==> config.mk <==
export PLATFORM = sky130hd
export DESIGN_NAME = sync_fifo_prog
export DESIGN_NICKNAME = d
export VERILOG_FILES = /design/src/rtl/sync_fifo_pkg.sv /design/src/rtl/sync_fifo_mem.sv /design/src/rtl/sync_fifo_prog.sv
export SDC_FILE = /design/constraint.sdc
export NUM_CORES = 2
export LEC_CHECK = 0
export CORE_MARGIN = 1
export CORE_UTILIZATION = 26
export CTS_CLUSTER_DIAMETER = 40
export DETAILED_ROUTE_END_ITERATION = 7
export HOLD_SLACK_MARGIN = 0.03
export PLACE_DENSITY_LB_ADDON = 0.15
export SETUP_SLACK_MARGIN = 0.15
export SLEW_MARGIN = 10
export SYNTH_ARGS = -nofsm -noshare
export SYNTH_HDL_FRONTEND = slang
export SYNTH_HIERARCHICAL = 1
export SYNTH_SLANG_ARGS = --single-unit
export TNS_END_PERCENT = 20
==> constraint.sdc <==
create_clock -name clk -period 3.8 [get_ports clk]
set_input_delay 0.95 -clock clk [delete_from_list [all_inputs] [get_ports clk]]
set_output_delay 0.95 -clock clk [all_outputs]
set_load 0.02 [all_outputs]
==> src/rtl/sync_fifo_pkg.sv <==
// Shared helpers for the single-clock FIFO family: depth and pointer-width
// sizing, plus the check that the almost-full/almost-empty thresholds are legal.
package sync_fifo_pkg;

  // Number of storage entries for a given address width.
  function automatic int unsigned fifo_depth(input int unsigned asize);
    return 32'd1 << asize;
  endfunction

  // Pointer/count width: one extra bit over the address so full and empty
  // can be told apart when the pointers wrap modulo 2*DEPTH.
  function automatic int unsigned ptr_width(input int unsigned asize);
    return $clog2(fifo_depth(asize)) + 1;
  endfunction

  // Thresholds must be ordered: 0 <= AEMPTY_TH < AFULL_TH <= DEPTH.
  function automatic bit thresholds_ok(input int aempty_th, input int afull_th,
                                       input int depth);
    return (aempty_th >= 0) && (aempty_th < afull_th) && (afull_th <= depth);
  endfunction

endpackage

==> src/rtl/sync_fifo_mem.sv <==
// One write port, one read port DSIZE x 2**ASIZE storage array.
// REG_OUT=1: read data is registered and loads on re (block-RAM style).
// REG_OUT=0: read data follows raddr combinationally (first-word-fall-through).
// Storage contents are never cleared; only the output register resets.
module sync_fifo_mem
  import sync_fifo_pkg::*;
#(
  parameter int DSIZE   = 8,
  parameter int ASIZE   = 8,
  parameter bit REG_OUT = 1'b1
) (
  input  logic             clk,
  input  logic             rst,
  input  logic             we,
  input  logic [ASIZE-1:0] waddr,
  input  logic [DSIZE-1:0] wdata,
  input  logic             re,
  input  logic [ASIZE-1:0] raddr,
  output logic [DSIZE-1:0] rdata
);

  localparam int DEPTH = int'(fifo_depth(ASIZE));

  logic [DSIZE-1:0] mem_q [0:DEPTH-1];

  // Write port: the top level only asserts we for accepted writes.
  always_ff @(posedge clk) begin
    if (we) begin
      mem_q[waddr] <= wdata;
    end
  end

  if (REG_OUT) begin : g_reg_read
    logic [DSIZE-1:0] rdata_q;
    logic [DSIZE-1:0] rdata_d;

    // Output register loads only on an accepted read, otherwise holds.
    always_comb begin
      rdata_d = rdata_q;
      if (re) begin
        rdata_d = mem_q[raddr];
      end
    end

    // Output register with synchronous clear.
    always_ff @(posedge clk) begin
      if (rst) begin
        rdata_q <= '0;
      end else begin
        rdata_q <= rdata_d;
      end
    end

    assign rdata = rdata_q;
  end else begin : g_async_read
    // Read enable and reset have no meaning for a combinational read.
    logic unused_ctrl;
    assign unused_ctrl = rst ^ re;
    assign rdata       = mem_q[raddr];
  end

endmodule

==> src/rtl/sync_fifo_prog.sv <==
// Single-clock parametrised FIFO with selectable FWFT read mode, programmable
// almost-full/almost-empty thresholds, live fill count and, when the macro
// SYNC_FIFO_ERR_EN is defined, sticky overflow/underflow flags (tied to 0 otherwise).
module sync_fifo_prog
  import sync_fifo_pkg::*;
#(
  parameter int DSIZE     = 8,
  parameter int ASIZE     = 8,
  parameter bit FWFT      = 1'b0,
  parameter int AFULL_TH  = 2**ASIZE - 4,
  parameter int AEMPTY_TH = 4
) (
  input  logic             clk,
  input  logic             rst,
  input  logic             winc,
  input  logic [DSIZE-1:0] wdata,
  output logic             wfull,
  output logic             walmost_full,
  input  logic             rinc,
  output logic [DSIZE-1:0] rdata,
  output logic             rempty,
  output logic             ralmost_empty,
  output logic [ASIZE:0]   count,
  output logic             overflow,
  output logic             underflow
);

  localparam int DEPTH = int'(fifo_depth(ASIZE));
  localparam int PW    = int'(ptr_width(ASIZE));

  localparam logic [PW-1:0] DEPTH_C  = PW'(DEPTH);
  localparam logic [PW-1:0] AFULL_C  = PW'(AFULL_TH);
  localparam logic [PW-1:0] AEMPTY_C = PW'(AEMPTY_TH);
  localparam logic [PW-1:0] ONE_C    = PW'(1);

  if (!thresholds_ok(AEMPTY_TH, AFULL_TH, DEPTH)) begin : g_bad_thresholds
    $error("sync_fifo_prog: need 0 <= AEMPTY_TH < AFULL_TH <= DEPTH");
  end

  logic [PW-1:0] wptr_q, wptr_d, rptr_q, rptr_d, count_q, count_d;
  logic          wfull_q, wfull_d, rempty_q, rempty_d;
  logic          walmost_full_q, walmost_full_d, ralmost_empty_q, ralmost_empty_d;
  logic          wr_acc, rd_acc;

  // Accept/reject requests, advance pointers and count, and derive the
  // registered flags from the count the FIFO will hold after this edge.
  always_comb begin
    wr_acc  = winc && !wfull_q;
    rd_acc  = rinc && !rempty_q;
    wptr_d  = wptr_q;
    rptr_d  = rptr_q;
    count_d = count_q;
    if (wr_acc) begin
      wptr_d = wptr_q + ONE_C;
    end
    if (rd_acc) begin
      rptr_d = rptr_q + ONE_C;
    end
    if (wr_acc && !rd_acc) begin
      count_d = count_q + ONE_C;
    end else if (rd_acc && !wr_acc) begin
      count_d = count_q - ONE_C;
    end
    wfull_d         = (count_d == DEPTH_C);
    rempty_d        = (count_d == '0);
    walmost_full_d  = (count_d >= AFULL_C);
    ralmost_empty_d = (count_d <= AEMPTY_C);
  end

  // Pointer, count and flag state; reset discards everything in flight.
  always_ff @(posedge clk) begin
    if (rst) begin
      wptr_q          <= '0;
      rptr_q          <= '0;
      count_q         <= '0;
      wfull_q         <= 1'b0;
      rempty_q        <= 1'b1;
      walmost_full_q  <= (AFULL_TH == 0);
      ralmost_empty_q <= 1'b1;
    end else begin
      wptr_q          <= wptr_d;
      rptr_q          <= rptr_d;
      count_q         <= count_d;
      wfull_q         <= wfull_d;
      rempty_q        <= rempty_d;
      walmost_full_q  <= walmost_full_d;
      ralmost_empty_q <= ralmost_empty_d;
    end
  end

  sync_fifo_mem #(
    .DSIZE   (DSIZE),
    .ASIZE   (ASIZE),
    .REG_OUT (!FWFT)
  ) u_mem (
    .clk   (clk),
    .rst   (rst),
    .we    (wr_acc && !rst),
    .waddr (wptr_q[ASIZE-1:0]),
    .wdata (wdata),
    .re    (rd_acc && !rst),
    .raddr (rptr_q[ASIZE-1:0]),
    .rdata (rdata)
  );

`ifdef SYNC_FIFO_ERR_EN
  logic overflow_q, overflow_d, underflow_q, underflow_d;

  // Sticky error flags: any request made against a full/empty FIFO.
  always_comb begin
    overflow_d  = overflow_q  || (winc && wfull_q);
    underflow_d = underflow_q || (rinc && rempty_q);
  end

  // Error flags clear only on reset.
  always_ff @(posedge clk) begin
    if (rst) begin
      overflow_q  <= 1'b0;
      underflow_q <= 1'b0;
    end else begin
      overflow_q  <= overflow_d;
      underflow_q <= underflow_d;
    end
  end

  assign overflow  = overflow_q;
  assign underflow = underflow_q;
`else
  assign overflow  = 1'b0;
  assign underflow = 1'b0;
`endif

  assign wfull         = wfull_q;
  assign rempty        = rempty_q;
  assign walmost_full  = walmost_full_q;
  assign ralmost_empty = ralmost_empty_q;
  assign count         = count_q;

endmodule
==> flow_metrics.py <==
metrics = {
    "run_status": {
        "outcome": "finished clean",
    },
    "yosys": {
        "synthCells": 4110,
        "synth_top_family_by_area": "multiplexers",
        "synth_fa_ha_area_share_pct": 0.0610,
        "synth.mux.area_fraction_pct": 14.4,
        "yosys.area_share.xor_xnor_pct": 0.182,
        "yosys_register_bits": 2085,
        "yosys.area_share.simple_pct": 3.54,
        "ys.flop_type": "edfxtp_1",
        "avgSynthCellArea_um2": 20.0,
        "ys_seq_area_share_pct": 75.9,
        "yosys_warnings": 6,
        "ys_async_sr_fraction_pct": 0,
        "ys_types": 75,
        "synth_edf_count": 2048,
        "synth_compound_area_share_pct": 3.59,
        "synth_area_um2": 82000,
    },
    "power": {
        "power-per-cell-area_nw_per_um2": 601,
        "ir_worst_vdd_mv": 0.392,
        "power.leakage_uw": 0.0325,
    },
    "grt": {
        "grt_max_degree": 111,
        "grt_pass1_vias": 45258,
        "grtUsageTotal_pct": 17.7,
        "grt_pass1_wl_um": 390000,
        "antenna_found_initial": 30,
        "gr-total-overflow": 0,
    },
    "worst_setup_path": {
        "critical_path.cell_chain": "buf_12, mux4_1, a22o_1, a2111oi_0, buf_4, a21oi_1, buf_4, nand4_1, a2111oi_0, buf_4, a221o_1",
        "worst-path-max-fanout": 29,
        "cp.required_ns": 4.55,
        "cp_slowest_cell": "dfxtp_4",
        "cp-start-kind": "flop",
        "path_delay_family": "compound AO/OA/AOI/OAI gates",
        "path_common_cell": "buf_4",
        "rr_endpoint": "u_mem/rdata[4]$_SDFFE_PP0P_",
        "cp_data_arrival_time_ns": 4.37,
        "ff2ff_setup_slack_ns": 0.18,
        "critPathMaxStageDelay_ns": 0.81,
        "cp_num_buf_inv": 4,
        "path_class": "flop to flop",
        "cp-end-kind": "flop",
        "reg2reg_depth": 11,
        "reg2reg_from": "rptr_q[1]$_SDFFE_PP0P_",
    },
    "clock_network": {
        "cts_max_level": 5,
        "numCtsBuffers": 354,
        "cts-hold-fix-buffers": 0,
        "clock_latency_ns": 0.90,
        "postCtsSetupBuffers": 0,
        "clock_sinks": 2085,
        "clockBufferDepth": 4,
        "cts_root_buf": "clkbuf_16",
        "cts_tree": "built",
        "clk_pin_slew_worst_paths_ns": 0.06,
    },
    "timing": {
        "hold_violations": 0,
        "fmax_ghz": 0.276,
        "finalSetupViolCount": 0,
        "slew_headroom_pct": 8.90,
        "finalCritPeriodShare_pct": 95.2,
        "finalCriticalPeriod_ns": 3.62,
        "rsz0062_at_grt": "true",
        "final-max-slew-violation-count": 0,
        "clock_skew_ns": 0.0706,
        "tightest_slew_ns": 1.35,
    },
    "die": {
        "io_pins": 35,
        "die_w_um": 564,
        "rows": 205,
        "die_y_um": 564,
        "fp.coreArea_um2": 313000,
        "dieArea_um2": 318000,
        "start_util_pct": 26.2,
    },
    "place": {
        "dp_hpwl_um": 190000,
        "place_congestion": 0.832,
        "post-place-cells": 8571,
        "place.port_buffers": 32,
    },
    "routing": {
        "finalWirelength_um": 285000,
        "first_pass_iters": 5,
        "wl_per_cell_um": 30.9,
        "drtIter0Drc": 4573,
        "num_vias": 44537,
        "drc": 0,
        "final_antenna_net_count": 0,
        "avgViaCountPerCell": 4.83,
    },
    "cells_and_area": {
        "drive_above_1_share_pct": 30.1,
        "fin_util_pct": 32.9,
        "layout.cells.non_filler": 9224,
        "nNetsFinal": 4803,
        "areaGrowthSynthToFinish_pct": 25.6,
    },
    "worst_hold_path": {
        "min_delay_worst_endpoint": "u_mem/mem_q[81][3]$_DFFE_PP_",
        "hp-class": "input pin to flop",
        "min_path_cells": 1,
        "min-delay-start": "wdata[3]",
    },
    "job": {
        "drv_cap": 0,
    },
}
cells by family (layout without fill, tap and decap cells):
logic type,after synthesis,count (layout)
flops,2085,2085
xor+xnor,17,17
other cells,1,6
buf+inv,261,1230
simple gates,654,654
fa+ha+maj,4,4
compound gates,412,412
mux,676,676
area by class of cell:
type                            instances  area (um^2)
Inverter                                8         36.3
Clock buffer                          387         9050
Fill cell                           29882       210000
Timing Repair Buffer                  573         5420
Clock inverter                        262         3100
Tap cell                             4140         5180
Antenna cell                            4         10.0
Sequential cell                      2085        62300
Multi-Input combinational cell       1765        17900
power by group:
| group | total [uW] | switching [uW] | internal, uW | leakage [uW] |
|---|---|---|---|---|
| Combinational | 4190 | 2370 | 1820 | 0.00798 |
| Sequential | 25400 | 98.2 | 25300 | 0.0187 |
| Clock | 32300 | 11800 | 20500 | 0.00579 |
worst max path at each step:
stage	end	slack, ns	cells after the start	startpoint
final	u_mem/rdata[4]$_SDFFE_PP0P_	0.18	11	rptr_q[1]$_SDFFE_PP0P_
after detailed placement	u_mem/rdata[4]$_SDFFE_PP0P_	-0.20	12	rinc
after floorplan	u_mem/mem_q[234][0]$_DFFE_PP_	0.62	8	rst
after CTS	u_mem/rdata[4]$_SDFFE_PP0P_	0.11	11	rptr_q[1]$_SDFFE_PP0P_
after global placement	u_mem/rdata[4]$_SDFFE_PP0P_	-0.49	12	rinc
after global routing	u_mem/rdata[4]$_SDFFE_PP0P_	0.11	11	rptr_q[1]$_SDFFE_PP0P_
registers in the layout (all words and copies together), names as in the netlist:
| signal | count |
|---|---|
| u_mem/rdata | 8 |
| wfull | 1 |
| rempty | 1 |
| count | 9 |
| rptr_q | 8 |
| ralmost_empty | 1 |
| u_mem/mem_q | 2048 |
| walmost_full | 1 |
| wptr_q | 8 |
repair_timing:
action,4_1_cts,5_1_grt
setup endpoints to repair,3,2
resized for setup,3,1
pin swaps,0,0
synth_stat cells (44+ instances only):
master	number	area, um^2
mux2i_1	281	2810
nand2_1	132	495
o221ai_1	46	403
nand3_1	58	290
mux4_2	353	7950
clkbuf_1	113	424
nor2_1	318	1190
a21oi_1	49	245
edfxtp_1	2048	61500
a22oi_1	49	368
o22ai_1	97	607
buf_2	44	220
stage by stage:
| stage | TNS, ns | cell area, um^2 | hold slack, ns | power (uW) | setup slack (ns) |
|---|---|---|---|---|---|
| after floorplan | 0 | 82000 | 0.462 | 28600 | 0.624 |
| final | 0 | 103000 | 0.522 | 61900 | 0.181 |
| after global placement | -1.44 | 90800 | 0.582 | 30200 | -0.486 |
| after CTS | 0 | 103000 | 0.479 | 62700 | 0.112 |
| after global routing | 0 | 103000 | 0.489 | 63700 | 0.108 |
| after detailed placement | -0.936 | 90800 | 0.592 | 30100 | -0.201 |
routing by layer:
metal	share of wire (%)	GRT usage [%]	up-vias
li1	-	-	18534
met1	45	25.2	24086
met2	46	27.8	1528
met3	5.9	3.07	389
met4	2.8	4.93	0
met5	0	0	-
layout by cell type, fill, tap and decap left out, types with 40 or more instances in the layout:
cell type,n
nor2_1,315
clkinvlp_4,45
buf_12,80
o221ai_1,46
nand3_1,57
a22oi_1,49
mux4_2,353
clkbuf_16,357
nand2_1,131
clkinv_4,40
mux2i_1,281
o22ai_1,97
edfxtp_1,2048
a21oi_1,49
bufinv_16,44
buf_4,460
(Power assumes the default switching activity.)
